`src/rtl/lcg_vector_source.sv`:
```
// Stimulus source for the fuzz DUT: packs successive 32-bit LCG words into a
// WIDTH-bit vector, LSW first, and hands each vector downstream over valid/ready.
module lcg_vector_source #(
  parameter int WIDTH = 267
) (
  input  logic             clk,
  input  logic             rst_n,
  input  logic             start,
  input  logic [31:0]      seed,
  input  logic [31:0]      num_vectors,
  output logic             vec_valid,
  input  logic             vec_ready,
  output logic [WIDTH-1:0] vec_data,
  output logic [31:0]      vec_index,
  output logic [31:0]      rng_state_o,
  output logic             busy,
  output logic             done
);

  localparam int          WORDS    = (WIDTH + 31) / 32;
  localparam int          TOP_BITS = WIDTH - 32 * (WORDS - 1);
  localparam int          LAST_LO  = 32 * (WORDS - 1);
  localparam logic [31:0] LAST_IDX = 32'(WORDS - 1);
  localparam logic [31:0] LCG_MUL  = 32'h41C6_4E6D;
  localparam logic [31:0] LCG_INC  = 32'h0000_3039;

  typedef enum logic [1:0] {
    IDLE,
    FILL,
    PRESENT,
    DONE
  } state_t;

  state_t           state;
  state_t           state_next;
  logic [31:0]      rng;
  logic [31:0]      rng_next;
  logic [31:0]      run_len;
  logic [31:0]      word_idx;
  logic [WIDTH-1:0] fill_data;
  logic             last_word;
  logic             run_end;

  // Multiply and add wrap naturally at 32 bits.
  assign rng_next  = rng * LCG_MUL + LCG_INC;
  assign last_word = (word_idx == LAST_IDX);
  assign run_end   = ((vec_index + 32'd1) == run_len);

  always_ff @(posedge clk or negedge rst_n) begin
    if (!rst_n) begin
      state <= IDLE;
    end else begin
      state <= state_next;
    end
  end

  always_comb begin
    state_next = state;
    case (state)
      IDLE: begin
        if (start) begin
          state_next = (num_vectors == 32'd0) ? DONE : FILL;
        end
      end
      FILL: begin
        if (last_word) begin
          state_next = PRESENT;
        end
      end
      PRESENT: begin
        if (vec_ready) begin
          state_next = run_end ? DONE : FILL;
        end
      end
      DONE: begin
        state_next = IDLE;
      end
      default: begin
        state_next = IDLE;
      end
    endcase
  end

  // The final word is truncated so the vector never grows past WIDTH bits.
  always_comb begin
    fill_data = vec_data;
    for (int k = 0; k < WORDS - 1; k++) begin
      if (word_idx == 32'(k)) begin
        fill_data[32*k +: 32] = rng_next;
      end
    end
    if (last_word) begin
      fill_data[LAST_LO +: TOP_BITS] = rng_next[TOP_BITS-1:0];
    end
  end

  always_ff @(posedge clk or negedge rst_n) begin
    if (!rst_n) begin
      rng       <= '0;
      run_len   <= '0;
      word_idx  <= '0;
      vec_data  <= '0;
      vec_index <= '0;
    end else begin
      case (state)
        IDLE: begin
          if (start) begin
            rng       <= seed;
            run_len   <= num_vectors;
            vec_index <= '0;
            word_idx  <= '0;
          end
        end
        FILL: begin
          rng      <= rng_next;
          vec_data <= fill_data;
          word_idx <= last_word ? 32'd0 : word_idx + 32'd1;
        end
        PRESENT: begin
          if (vec_ready) begin
            vec_index <= vec_index + 32'd1;
            word_idx  <= '0;
          end
        end
        default: begin
        end
      endcase
    end
  end

  assign vec_valid   = (state == PRESENT);
  assign busy        = (state == FILL) || (state == PRESENT);
  assign done        = (state == DONE);
  assign rng_state_o = rng;

endmodule

```
`config.mk`:
```
export PLATFORM = sky130hd
export DESIGN_NAME = lcg_vector_source
export DESIGN_NICKNAME = d
export VERILOG_FILES = /design/src/rtl/lcg_vector_source.sv
export SDC_FILE = /design/constraint.sdc
export NUM_CORES = 1
export LEC_CHECK = 0
export BUFFER_PORTS_ARGS = -buffer_cell sky130_fd_sc_hd__buf_4
export CAP_MARGIN = 10
export CORE_MARGIN = 8
export CORE_UTILIZATION = 50
export CTS_CLUSTER_SIZE = 10
export DETAILED_ROUTE_END_ITERATION = 12
export PLACE_DENSITY = 0.72
export SKIP_CTS_REPAIR_TIMING = 1
export SYNTH_ARGS = -nofsm -noshare
export SYNTH_HDL_FRONTEND = slang
export SYNTH_SLANG_ARGS = --single-unit
```
`constraint.sdc`:
```
create_clock -name clk -period 15.1 [get_ports clk]
set_input_delay 2.265 -clock clk [delete_from_list [all_inputs] [get_ports clk]]
set_output_delay 2.265 -clock clk [all_outputs]
set_load 0.03 [all_outputs]
```
[After elaboration in Yosys (flattened, before gate mapping)]
Index checks and enable logic that the tools add are counted.
Widths: inputs -> output; s select.
Storage, ports and cells
  flip-flop bits (word level): 397
  input bits: 68
  word-level logic and storage cells: 68
Cells by class
  add/subtract/negate cells: 3
  multipliers: 1
  eq/ne operators: 15
  muxes and demuxes: 14
  reduce and logical (&&, ||, !) cells: 21
Operators with widths (number)
  $mux 32: 5
  $eq 32x3->1 const B: 4
  $pmux 32 s2: 2
  $pmux 32 s3: 1
  $add 32x1->32 const B: 2
  $eq 32x2->1 const B: 2
  $logic_not 32->1: 2
  $add 32x14->32 const B: 1
  $eq 32x1->1 const B: 1
  $eq 32x32->1: 1
  $eq 32x4->1 const B: 1
  $mul 32x31->32 const B: 1
  $reduce_and 2->1: 11
  $mux 2: 5
  $reduce_and 3->1: 3
  $pmux 2 s4: 1
  $eq 2x2->1 const B: 2
  $ne 2x2->1 const B: 2
  $reduce_bool 2->1: 2
  $reduce_bool 3->1: 1
  $eq 2x1->1 const B: 1
  $logic_not 2->1: 1
  $ne 2x1->1 const B: 1
  $logic_or 1x1->1: 1

[Longest topological paths before layout]
  word-level depth: 5
  mapped depth: 27

[Worst setup path after synthesis]
No wires, ideal clock.
  path kind: register to register
  start: reg rng[5] (netlist: rng_state_o[5])
  end: reg rng[29] (netlist: rng_state_o[29])
  data arrival time: 6678 ps
  data required time: 14958 ps
  slack: 8281 ps
  stages on the path, launching flop included: 25
  period minus slack after synthesis: 6819 ps
  cells stage by stage: dfrtp_1 ha_1 xor2_1 ha_1 a21oi_1 fa_1 fa_1 inv_1 fa_1 inv_1 fa_1 inv_1 fa_1 inv_1 fa_1 inv_1 ha_1 a21o_1 a311o_1 a221oi_2 o21a_2 a21oi_1 or2_2 xnor2_1 o21ai_0
On the way
  longest elaborated chain between the ends: 3
Ends and longest elaborated chain
  from (decl): line 36  | logic [31:0] rng;
  from (signal assigned): line 115  | rng <= rng_next;
  $mul 32x31->32: line 45  | assign rng_next = rng * LCG_MUL + LCG_INC;
  $add 32x14->32: line 45
  $pmux 32 s2: line 105  | case (state)
Every way passes these cells.
A chain may end at the register's enable or synchronous reset.

[Worst setup path in the final report]
  start: reg rng[8] (netlist: rng_state_o[8])
  end: reg rng[25] (netlist: rng_state_o[25])
Same word-level chain as after synthesis.

==> metrics.yaml <==
drt:
  finalWirelength_um: 81700
  wl_per_cell_um: 23.0
  route.detailed.drc: 0
  vias: 19600
  postRouteAntennaNets: 0
  drt_iter0_drc: 1223
  viasPerCell: 5.50
  dr.pass1.iters: 5
layout:
  multi_input_area_um2: 14000
  antenna_cells: 0
  drive_above_1_share_pct: 22.6
  regArea_um2: 9930
  final_cell_mix: "buf_4, dfrtp_1, inv_1"
  final_common_cell: "buf_4"
  n_fill_cell: 4338
  syn_to_final_growth_pct: 19.6
  finalNetCount: 3334
synthesis:
  ys_async_sr_fraction_pct: 100
  synth_top_area_share_pct: 38.6
  yosysTopAreaCell: "dfrtp_1"
  syn-mean-instance-area_um2: 10.4
  syn_inst: 2469
  synth-main-ff-cell: "dfrtp_1"
  seq_area_frac_synth_pct: 38.6
  synth_seq_cells: 397
  synth.top_cells.by_area: "dfrtp_1, fa_1, ha_1"
  synth-edff-count: 0
  synth_area_um2: 25700
  yosysWarnings: 0
  synth.net_count: 2939
  synth_cell_types: 73
worst_setup_path:
  reg2reg_from: "rng_state_o[8]"
  cp-start-kind: "flop"
  end_kind: "flop"
  r2r-end: "rng_state_o[25]"
  cp_max_fo: 10
  critical_path_required_ns: 15.53
  startpoint: "rng_state_o[8]"
  crit_type: "flop to flop"
  rr_worst_depth: 22
  worst_ep_arrival_time_ns: 8.25
  r2r_slack_ns: 7.28
cts:
  clock-sinks: 397
  cts.clk_slew.worst_paths_ns: 0.06
  clk_root_buffer_cell: "clkbuf_16"
  clockBufferDepth: 3
  cts_tree: "done"
  numCtsBuffers: 47
  worstSkewPairLatency_ns: 0.59
  h-tree-depth: 2
worst_hold_path:
  worstHoldEndpoint: "vec_data[51]"
  worstHoldStart: "vec_data[51]"
  whs_path_depth: 2
  min_path_type: "flop to flop"
die:
  core_area_um2: 51100
  die_w_um: 243
  start_util_pct: 50.3
  fp.dieH_um: 243
  pin_count: 402
  dieArea_um2: 58900
  num_rows: 83
sta:
  max_slew.worst_pin.slew_ns: 1.22
  max_freq_ghz: 0.128
  hold_ws_ns: 0.480
  rsz0062_at_grt: "no"
  period_share_pct: 51.8
  period_minus_slack_ns: 7.82
  slew_headroom_pct: 18.1
  finClkSkew_ns: 0.0231
  drv_slew: 0
  setup_viol: 0
  setup_tns_ns: 0
  hold_viol_final: 0
global_route:
  antenna_found_initial: 5
  grtUsageTotal_pct: 27.7
  grt_max_degree: 133
  grt_pass1_vias: 20900
  grt_first_pass_wirelength_um: 126000
  overflow: 0
place:
  portBuffers: 401
  gp_congestion: 0.972
  dp_hpwl_um: 63700
run_status:
  run_status: "completed"
run:
  maxCapViolCount: 0
-- state kept, by name, summed over array words and instances (netlist names) --
name,count
rng_state_o,32
run_len,32
state,2
vec_data,267
vec_index,32
word_idx,32
-- layout make-up --
| cell class | instances | area share [%] |
|---|---|---|
| clock buffers | 52 | 3.99 |
| clock inverters | 6 | 0.293 |
| inverters | 396 | 4.83 |
| multi-input cells | 1598 | 45.5 |
| flip-flops and latches | 397 | 32.3 |
| well taps | 680 | 2.77 |
| repair buffers | 424 | 10.4 |
-- cell usage after synthesis (3+ instances only) --
library cell,number
dfrtp_1,397
inv_1,396
o21ai_0,271
nand2_1,269
ha_1,215
fa_1,187
mux2_2,123
xnor2_1,79
nor2_1,68
clkbuf_1,59
xor2_1,53
a21oi_1,44
nand3_1,29
nand4_1,20
mux2i_1,18
nor3_1,18
nor4_1,17
and3_1,16
or3_1,14
a21o_1,10
a31oi_1,10
buf_1,10
o31ai_1,10
and4_1,8
nand2_2,8
o21a_1,8
o21bai_1,8
buf_2,7
nand2b_1,7
and2_1,6
nor2b_1,6
o211ai_1,5
xnor2_2,5
a211oi_1,4
o21ai_1,4
or3_4,4
a21boi_0,3
a21oi_2,3
and2_2,3
o22ai_1,3
o41ai_1,3
or2_2,3
-- per-layer routing --
layer  vias to the layer above  part of all wire (%)  wire, um  GRT usage, %
met5                         -                 0.075        61             0
met4                        10                   5.8      4750          13.6
met3                       224                   8.2      6730          7.86
met2                       752                    47     38600          45.3
met1                      9746                    39     31500          33.5
li1                       8820                     -         -             -
-- worst max-delay path: stages, from the launching register on --
cell and delay (ns):
dfrtp_1 0.63, ha_1 0.39, xor2_1 0.22, ha_1 0.20, a21oi_1 0.34, fa_1 0.49
fa_1 0.53, inv_1 0.07, fa_1 0.48, fa_1 0.51, fa_1 0.49, inv_1 0.05
fa_1 0.47, inv_1 0.04, ha_1 0.35, and2_1 0.19, a311o_1 0.35, a221oi_2 0.30
o31ai_1 0.17, xnor2_1 0.86, nor2_1 0.15, o21ai_0 0.27, o21ai_0 0.12
-- through the flow --
step	utilization [%]	setup slack, ns	cell area (um^2)	cells
finish	60.2	7.28	30800	3553
global route	60.2	6.97	30800	3553
CTS	60.2	7.33	30800	3553
detailed placement	57.6	7.37	29500	3495
global placement	57.6	7.45	29400	3494
floorplan	-	8.28	25700	2469
-- worst max path at each step --
stage                                  to  cells after the start
after floorplan           rng_state_o[29]                     24
after global placement    rng_state_o[25]                     23
after detailed placement  rng_state_o[25]                     22
after CTS                 rng_state_o[25]                     22
after global routing      rng_state_o[25]                     22
final                     rng_state_o[25]                     22
-- logic make-up (layout without fill, tap and decap cells) --
logic type,count (synthesis),count (layout),synth area share (%)
AO/OA/AOI/OAI,408,408,9.08
flip-flops,397,397,38.6
multiplexers,141,141,6.09
AND/OR/NAND/NOR,508,508,9.25
XOR/XNOR,139,139,4.94
buffers and inverters,474,878,7.00
adder cells (fa/ha/maj),402,402,25.0
Power is left out: the tool's default activity adds up to more than one toggle a clock period on the data nets, which glitch-free logic cannot reach.
